## src/rtl/arm_mem_pkg.sv

```systemverilog
// Shared encodings for the IF/MEM SRAM arbiter.
//   state_t : arbiter FSM state
//   owner_t : which pipeline stage currently owns the SRAM port
//   CNT_W   : width of the wait-state countdown (WAIT_CYCLES up to 15)
package arm_mem_pkg;

    typedef enum logic [1:0] {
        IDLE   = 2'd0,
        ACCESS = 2'd1,
        RESP   = 2'd2
    } state_t;

    typedef enum logic {
        OWN_IF  = 1'b0,
        OWN_MEM = 1'b1
    } owner_t;

    localparam int CNT_W = 4;

endpackage

```

## src/rtl/mem_wait_counter.sv

```systemverilog
// Wait-state down-counter for the SRAM access phase.
//   clk      : clock, rising edge
//   rst      : asynchronous reset, active low (clears the count)
//   load     : load load_val (takes priority over en)
//   load_val : value loaded on a grant (WAIT_CYCLES-1)
//   en       : count down by one while nonzero
//   zero     : count has reached terminal value 0
module mem_wait_counter
    import arm_mem_pkg::*;
#(
    parameter int WIDTH = CNT_W
) (
    input  logic             clk,
    input  logic             rst,
    input  logic             load,
    input  logic [WIDTH-1:0] load_val,
    input  logic             en,
    output logic             zero
);

    logic [WIDTH-1:0] cnt;

    // Saturates at zero so a stray enable can never wrap the count.
    always_ff @(posedge clk or negedge rst) begin
        if (!rst) begin
            cnt <= '0;
        end else if (load) begin
            cnt <= load_val;
        end else if (en && (cnt != '0)) begin
            cnt <= cnt - WIDTH'(1);
        end
    end

    assign zero = (cnt == '0);

endmodule

```

## src/rtl/mem_access_arbiter.sv

```systemverilog
// Shares one multi-cycle SRAM port between instruction fetch (IF) and
// load/store (MEM). One requester is granted at a time, round-robin on ties.
//
//   state  | meaning
//   -------+----------------------------------------------------------
//   IDLE   | no transfer; sample requests and grant one
//   ACCESS | SRAM driven from latched request for WAIT_CYCLES cycles
//   RESP   | owner's ready pulses for one cycle; last_owner updated
//
// Ports:
//   clk, rst                         : clock / async active-low reset
//   if_req, if_addr                  : fetch request (held until if_ready)
//   if_rdata, if_ready               : fetched word (registered), done pulse
//   mem_req, mem_we, mem_addr,
//   mem_wdata                        : load/store request (held until mem_ready)
//   mem_rdata, mem_ready             : load data (registered), done pulse
//   sram_en, sram_we, sram_addr,
//   sram_wdata, sram_rdata           : shared SRAM port
//   freeze                           : pipeline stall while any access pending
//   busy                             : FSM not in IDLE
module mem_access_arbiter
    import arm_mem_pkg::*;
#(
    parameter int ADDR_W      = 32,
    parameter int DATA_W      = 32,
    parameter int WAIT_CYCLES = 4
) (
    input  logic              clk,
    input  logic              rst,
    input  logic              if_req,
    input  logic [ADDR_W-1:0] if_addr,
    output logic [DATA_W-1:0] if_rdata,
    output logic              if_ready,
    input  logic              mem_req,
    input  logic              mem_we,
    input  logic [ADDR_W-1:0] mem_addr,
    input  logic [DATA_W-1:0] mem_wdata,
    output logic [DATA_W-1:0] mem_rdata,
    output logic              mem_ready,
    output logic              sram_en,
    output logic              sram_we,
    output logic [ADDR_W-1:0] sram_addr,
    output logic [DATA_W-1:0] sram_wdata,
    input  logic [DATA_W-1:0] sram_rdata,
    output logic              freeze,
    output logic              busy
);

    localparam logic [CNT_W-1:0] CNT_LOAD = CNT_W'(WAIT_CYCLES - 1);

    state_t            state_q, state_d;
    owner_t            owner_q, last_owner_q, grant_owner;
    logic              grant;
    logic              cnt_zero;
    logic              access_done;
    logic [ADDR_W-1:0] addr_q;
    logic              we_q;
    logic [DATA_W-1:0] wdata_q;

    mem_wait_counter #(.WIDTH(CNT_W)) u_wait (
        .clk      (clk),
        .rst      (rst),
        .load     (grant),
        .load_val (CNT_LOAD),
        .en       (state_q == ACCESS),
        .zero     (cnt_zero)
    );

    always_ff @(posedge clk or negedge rst) begin
        if (!rst) begin
            state_q <= IDLE;
        end else begin
            state_q <= state_d;
        end
    end

    // On a tie MEM wins unless it was the last one served.
    always_comb begin
        state_d     = state_q;
        grant       = 1'b0;
        grant_owner = OWN_IF;
        case (state_q)
            IDLE: begin
                if (mem_req && (!if_req || (last_owner_q == OWN_IF))) begin
                    grant       = 1'b1;
                    grant_owner = OWN_MEM;
                    state_d     = ACCESS;
                end else if (if_req) begin
                    grant       = 1'b1;
                    grant_owner = OWN_IF;
                    state_d     = ACCESS;
                end
            end
            ACCESS: begin
                if (cnt_zero) begin
                    state_d = RESP;
                end
            end
            RESP:    state_d = IDLE;
            default: state_d = IDLE;
        endcase
    end

    assign access_done = (state_q == ACCESS) && cnt_zero;

    always_ff @(posedge clk or negedge rst) begin
        if (!rst) begin
            owner_q      <= OWN_IF;
            last_owner_q <= OWN_IF;
            addr_q       <= '0;
            we_q         <= 1'b0;
            wdata_q      <= '0;
            if_rdata     <= '0;
            mem_rdata    <= '0;
            if_ready     <= 1'b0;
            mem_ready    <= 1'b0;
        end else begin
            if_ready  <= 1'b0;
            mem_ready <= 1'b0;

            if (grant) begin
                owner_q <= grant_owner;
                if (grant_owner == OWN_MEM) begin
                    addr_q  <= mem_addr;
                    we_q    <= mem_we;
                    wdata_q <= mem_wdata;
                end else begin
                    addr_q  <= if_addr;
                    we_q    <= 1'b0;
                    wdata_q <= '0;
                end
            end

            // Ready is registered here so it is high exactly while in RESP.
            if (access_done) begin
                if (owner_q == OWN_MEM) begin
                    mem_ready <= 1'b1;
                    if (!we_q) begin
                        mem_rdata <= sram_rdata;
                    end
                end else begin
                    if_ready <= 1'b1;
                    if_rdata <= sram_rdata;
                end
            end

            if (state_q == RESP) begin
                last_owner_q <= owner_q;
            end
        end
    end

    assign sram_en    = (state_q == ACCESS);
    assign sram_we    = sram_en && we_q;
    assign sram_addr  = addr_q;
    assign sram_wdata = wdata_q;
    assign busy       = (state_q != IDLE);
    assign freeze     = (if_req && !if_ready) || (mem_req && !mem_ready);

endmodule

```

## config.mk

```make
export PLATFORM = sky130hd
export DESIGN_NAME = mem_access_arbiter
export DESIGN_NICKNAME = d
export VERILOG_FILES = /design/src/rtl/arm_mem_pkg.sv /design/src/rtl/mem_wait_counter.sv /design/src/rtl/mem_access_arbiter.sv
export SDC_FILE = /design/constraint.sdc
export NUM_CORES = 1
export LEC_CHECK = 0
export BUFFER_PORTS_ARGS = -buffer_cell sky130_fd_sc_hd__clkbuf_2
export CORE_MARGIN = 2
export CORE_UTILIZATION = 42
export DETAILED_ROUTE_END_ITERATION = 7
export PLACE_DENSITY = 0.87
export SYNTH_ARGS = -nofsm -noshare
export SYNTH_HDL_FRONTEND = slang
export SYNTH_HIERARCHICAL = 1
export SYNTH_SLANG_ARGS = --single-unit
export TNS_END_PERCENT = 20
```

## constraint.sdc

```tcl
create_clock -name clk -period 2.15 [get_ports clk]
set_input_delay 0.215 -clock clk [delete_from_list [all_inputs] [get_ports clk]]
set_output_delay 0.215 -clock clk [all_outputs]
set_load 0.02 [all_outputs]
```

==> impl_metrics.py, run 1 <==
metrics = {
    "setup_path": {
        "crit_type": "reg -> reg",
        "end_kind": "register",
        "critPathArrivalTime_ns": 2.37,
        "worstPathRequired_ns": 2.45,
        "crit_fanout": 16,
        "cpMaxStageDelayCell": "or3b_4",
        "worst_setup_path_start_kind": "register",
        "r2r_setup_slack_ns": 0.07,
        "crit_path_max_incr_delay_ns": 0.40,
        "path_cells": "inv_2 -> ha_4 -> or3b_4 -> inv_4 -> and3b_2 -> clkbuf_16 -> mux2_1",
    },
    "power": {
        "cellLeakagePower_nw": 4.11,
        "power_density_nw_per_um2": 1590,
        "ir_drop_uv": 890,
    },
    "global_routing": {
        "use_met2": 0.384,
        "grt_use_met1": 0.245,
        "antenna_found_initial": 0,
        "grt.total_usage": 0.214,
        "grt_max_degree": 56,
        "grt_overflow": 0,
        "first_global_vias": 4965,
        "grt_pass1_wl_microns": 24400,
        "busiest_layer": "met2",
        "met3_usage": 0.0583,
    },
    "finish": {
        "syn2layout_area_growth_pct": 40.0,
        "postLayoutCoreUtil": 0.608,
        "regArea_sq_um": 3480,
        "fin_nets": 865,
        "multi_input_area_sq_um": 1980,
        "insertedDiodeCount": 0,
        "fill_cells": 1048,
        "drive_gt1_frac": 0.452,
    },
    "synthesis": {
        "synthAdderAreaFrac": 0.00216,
        "avgSynthCellArea_sq_um": 12.9,
        "synth_top_family_by_area": "compound AO/OA/AOI/OAI gates",
        "syn_area_sq_um": 5790,
        "synth_flop_cell": "dfrtp_1",
        "synth_compound_area_frac": 0.181,
        "yosysTopAreaCell": "dfrtp_1",
        "seq_area_frac_synth": 0.601,
        "ys_top_cells_by_count": "dfrtp_1, mux2_1, inv_1",
        "synth.ff_latch_count": 139,
        "synth_xor_area_frac": 0,
        "synthDistinctLibCells": 40,
        "synthCells": 449,
        "synthArstFlopShare": 1.00,
        "ys_warn_count": 6,
        "synth_edf_count": 0,
        "synth_top_cell_area_share": 0.601,
        "yosys-mux-area-fraction": 0.126,
        "synth_area_leaders": "dfrtp_1, mux2_1, a22o_1, o2111ai_1, o211ai_1",
        "synthSimpleGateAreaFrac": 0.0268,
        "synth.most_common_cell": "dfrtp_1",
    },
    "route": {
        "vias": 4887,
        "final_antenna_net_count": 0,
        "first_pass_iters": 4,
        "wire_per_inst_microns": 17.4,
        "post-route-drc-count": 0,
        "drt-initial-drc-count": 305,
        "wl_microns": 16000,
        "vias_per_cell": 5.31,
    },
    "sta": {
        "finClkSkew_ns": 0.0116,
        "fmax_mhz": 482,
        "finalMaxSlewViolations": 0,
        "hold_ws_ns": 0.0196,
        "hold_viol": 0,
        "rsz0062_at_grt": "true",
        "fin_crit_sh": 0.966,
        "fin_crit_ns": 2.08,
        "slew_headroom": 0.663,
        "finalSetupViolations": 0,
        "worst_pin_slew_ns": 0.505,
    },
    "cts": {
        "path_clk_slew_ns": 0.06,
        "tritoncts": "built",
        "worstSkewPairLatency_ns": 0.42,
        "numCtsBuffers": 17,
        "h-tree-depth": 4,
        "cts_root_buf": "clkbuf_16",
        "cts.sinks": 139,
        "clock_path_buffers": 2,
    },
    "floorplan": {
        "io_pins": 267,
        "core_sq_um": 13300,
        "core.rowCount": 42,
        "dieArea_sq_um": 14700,
        "start_util": 0.434,
        "die_w_microns": 121,
        "die_h_microns": 121,
    },
    "placement": {
        "port_buffers": 266,
        "hpwlAfterDp_microns": 10400,
        "gp_congestion": 0.827,
    },
    "worst_hold_path": {
        "worstHoldPathType": "in -> reg",
    },
    "flow_run": {
        "maxCapViolations": 0,
    },
    "status": {
        "status": "finished clean",
    },
}
==> routing by layer <==
| layer | vias to the layer above | routed length, microns |
|---|---|---|
| met1 | 2408 | 6290 |
| li1 | 2221 | - |
| met2 | 232 | 8300 |
| met4 | 0 | 308 |
| met3 | 26 | 1150 |
| met5 | - | 0 |
==> power breakdown <==
part | leakage, nW | internal [mW] | total (mW) | switching (mW)
combinational | 2.14 | 2.15 | 5.63 | 3.47
sequential | 1.73 | 3.90 | 4.64 | 0.734
clock | 0.243 | 1.52 | 2.64 | 1.13
==> stage by stage <==
stage	setup TNS, ns	cells	area (sq um)	power (mW)	worst slack, ns
2_1_floorplan	0	451	5800	8.05	0.151
3_3_place_gp	0	868	7290	9.90	0.0993
3_5_place_dp	0	868	7290	10.1	0.0271
4_1_cts	0	915	7980	12.9	0.0186
5_1_grt	-0.0976	920	8110	13.7	-0.0120
6_report	0	920	8110	12.9	0.0739
==> state kept, by name (all words and copies together), names as in the netlist, 2 cells and up <==
signal and flops:
sram_addr 32, if_rdata 32, mem_rdata 32, sram_wdata 32, u_wait/cnt 4, state_q 2
==> area by class of cell <==
class	instances	share of cell area
sequential	139	0.429
multi-input combinational	233	0.244
timing repair buffer	299	0.213
clock buffer	21	0.0555
tap	176	0.0272
inverter	40	0.0193
clock inverter	11	0.0110
timing repair inverter	1	0.000926
==> logic make-up after synthesis <==
family,after synthesis
fa+ha+maj,1
other cells,2
simple gates,22
buf+inv,79
compound gates,141
mux,65
flops,139
==> cell usage in the layout, fill, tap and decap left out, types with 2 or more instances in the layout <==
cell type	n
inv_2	2
clkinv_4	2
clkbuf_1	3
clkbuf_2	265
buf_4	13
clkbuf_16	21
dlygate4sd3_1	13
mux2_1	59
and2_1	2
buf_12	3
inv_1	36
nand2_1	4
a22o_1	33
o21ai_0	34
mux2_2	6
clkinvlp_4	8
a21oi_1	3
o2111ai_1	32
o211ai_1	32
dfrtp_1	139
inv_6	3
conb_1	4
and3_1	2
==> critical path, delay by kind of cell (launching register included) <==
family | cells | cell delay, ns
buffers and inverters | 3 | 0.40
muxes | 1 | 0.34
and+or+nand+nor | 2 | 0.70
DFF | 1 | 0.38
adders and majority gates | 1 | 0.13
==> what timing repair did <==
item	CTS	global route
gates resized for setup	1	10
pin swaps	0	0
gates cloned	1	4
hold endpoints to repair	64	0
setup endpoints to repair	1	80
setup buffers	1	1
hold buffers	13	0
==> final timing paths <==
path,cells after the start,from,end
min in group asynchronous,2,rst,if_rdata[5]
max in group asynchronous,3,rst,sram_wdata[31]
max,7,u_wait/cnt[0],if_rdata[5]
min,2,mem_wdata[30],sram_wdata[30]
max reg2reg,7,u_wait/cnt[0],if_rdata[5]
min reg2reg,1,mem_rdata[12],mem_rdata[12]
(Power assumes the default switching activity.)
==> run 2: changes to the inputs <==
--- a/config.mk
+++ b/config.mk
@@ -6,7 +6,6 @@
 export NUM_CORES = 1
 export LEC_CHECK = 0
 export BUFFER_PORTS_ARGS = -buffer_cell sky130_fd_sc_hd__clkbuf_2
-export CORE_MARGIN = 2
 export CORE_UTILIZATION = 42
 export DETAILED_ROUTE_END_ITERATION = 7
 export PLACE_DENSITY = 0.87
==> impl_metrics.py, run 2 (synthesized netlist as in run 1, its figures left out) <==
metrics = {
    "setup_path": {
        "r2r_setup_slack_ns": 0.05,
        "worst-r2r-cell-count": 7,
        "end_kind": "register",
        "worst_setup_path_start_kind": "register",
        "timing.rr.start": "u_wait/cnt[0]",
        "crit_fanout": 8,
        "rr_endpoint": "mem_rdata[18]",
        "worstPathRequired_ns": 2.44,
        "crit_type": "reg -> reg",
        "critPathArrivalTime_ns": 2.38,
    },
    "finish": {
        "fill_cells": 1084,
        "multi_input_area_sq_um": 1980,
        "drive_gt1_frac": 0.462,
        "insertedDiodeCount": 0,
        "final_area_sq_um": 8010,
        "final_cell_mix": "clkbuf_2, dfrtp_1, mux2_1, inv_1, o21ai_0",
        "regArea_sq_um": 3480,
        "fin_nets": 853,
        "layout_commonest_cell": "clkbuf_2",
        "syn2layout_area_growth_pct": 38.2,
        "postLayoutCoreUtil": 0.600,
        "final_cells": 908,
    },
    "sta": {
        "finalMaxSlewViolations": 0,
        "hold_viol": 0,
        "rsz0062_at_grt": "false",
        "fin_tns_setup_ns": 0,
        "fin_crit_ns": 2.10,
        "hold_ws_ns": 0.0175,
        "finalSetupViolations": 0,
        "fmax_mhz": 477,
        "fin_crit_sh": 0.975,
        "worst_pin_slew_ns": 1.07,
        "finClkSkew_ns": 0.00909,
        "slew_headroom": 0.284,
    },
    "cts": {
        "cts.sinks": 139,
        "clock_path_buffers": 2,
        "numCtsBuffers": 17,
        "tritoncts": "built",
        "path_clk_slew_ns": 0.07,
        "cts_root_buf": "clkbuf_16",
        "worstSkewPairLatency_ns": 0.41,
        "h-tree-depth": 4,
    },
    "floorplan": {
        "dieArea_sq_um": 14300,
        "core_sq_um": 13300,
        "core.rowCount": 42,
        "die_h_microns": 119,
        "io_pins": 267,
        "start_util": 0.434,
        "die_w_microns": 119,
    },
    "power": {
        "ir_drop_uv": 985,
        "power_density_nw_per_um2": 1630,
        "cellLeakagePower_nw": 4.09,
    },
    "global_routing": {
        "first_global_vias": 4704,
        "grt_overflow": 0,
        "grt.total_usage": 0.209,
        "grt_max_degree": 75,
        "antenna_found_initial": 0,
        "grt_pass1_wl_microns": 23500,
    },
    "route": {
        "wire_per_inst_microns": 16.7,
        "final_antenna_net_count": 0,
        "vias_per_cell": 5.28,
        "first_pass_iters": 4,
        "drt-initial-drc-count": 259,
        "vias": 4796,
        "wl_microns": 15200,
        "post-route-drc-count": 0,
    },
    "worst_hold_path": {
        "hold_end": "sram_wdata[8]",
        "worstHoldPathType": "in -> reg",
        "holdPathStages": 2,
        "worstHoldStart": "mem_wdata[8]",
    },
    "flow_run": {
        "maxCapViolations": 0,
    },
    "placement": {
        "placed_area_sq_um": 7280,
        "hpwlAfterDp_microns": 9920,
        "gp_congestion": 0.818,
        "port_buffers": 266,
        "place_inst": 866,
    },
    "status": {
        "status": "finished clean",
    },
}
run 2: worst max-delay path, stage by stage, from the launching register on:
cell and delay, ns:
dfrtp_1 0.39, inv_2 0.09, ha_4 0.13, or3b_4 0.41
inv_4 0.08, and4b_4 0.34, clkbuf_16 0.20, mux2_1 0.34
run 2: routing by layer:
metal / part of all wire / global-route usage / up-vias
li1: - / - / 2194
met5: 0 / 0 / -
met2: 0.52 / 0.363 / 218
met1: 0.39 / 0.250 / 2347
met3: 0.055 / 0.0398 / 37
met4: 0.028 / 0.0977 / 0
run 2: repair_timing:
item / CTS / global route
hold endpoints to repair: 35 / 0
cloned: 0 / 4
setup buffers: 0 / 5
hold buffers: 1 / 0
gates resized for setup: 2 / 8
pin swaps: 0 / 0
setup endpoints to repair: 2 / 64
run 2: worst max-delay path by stage:
stage | cells after the start | slack [ns] | end | start
after floorplan | 8 | 0.15 | mem_rdata[10] | u_wait/cnt[0]
after global routing | 7 | 0.001 | mem_rdata[9] | u_wait/cnt[1]
after CTS | 7 | 0.03 | mem_rdata[2] | u_wait/cnt[0]
after detailed placement | 7 | 0.02 | mem_rdata[2] | u_wait/cnt[0]
after global placement | 7 | 0.10 | mem_rdata[0] | u_wait/cnt[0]
final | 7 | 0.05 | mem_rdata[18] | u_wait/cnt[0]
run 2: area by class of cell:
type	count	area share
Clock buffer	18	0.0549
Clock inverter	14	0.0188
Inverter	40	0.0195
Multi-Input combinational cell	233	0.247
Sequential cell	139	0.434
Tap cell	176	0.0275
Timing Repair Buffer	287	0.197
Timing Repair inverter	1	0.000938
run 2: report_power, final:
group          switching (mW)  total [mW]  internal (mW)
registers               0.707        4.61           3.90
logic                    3.46        5.60           2.14
clock network            1.21        2.88           1.67
run 2: through the flow:
| step | total power, mW | setup WS (ns) |
|---|---|---|
| 2_1_floorplan | 8.05 | 0.151 |
| 3_3_place_gp | 9.87 | 0.100 |
| 3_5_place_dp | 10.1 | 0.0231 |
| 4_1_cts | 13.0 | 0.0311 |
| 5_1_grt | 13.9 | 0.00106 |
| 6_report | 13.1 | 0.0544 |
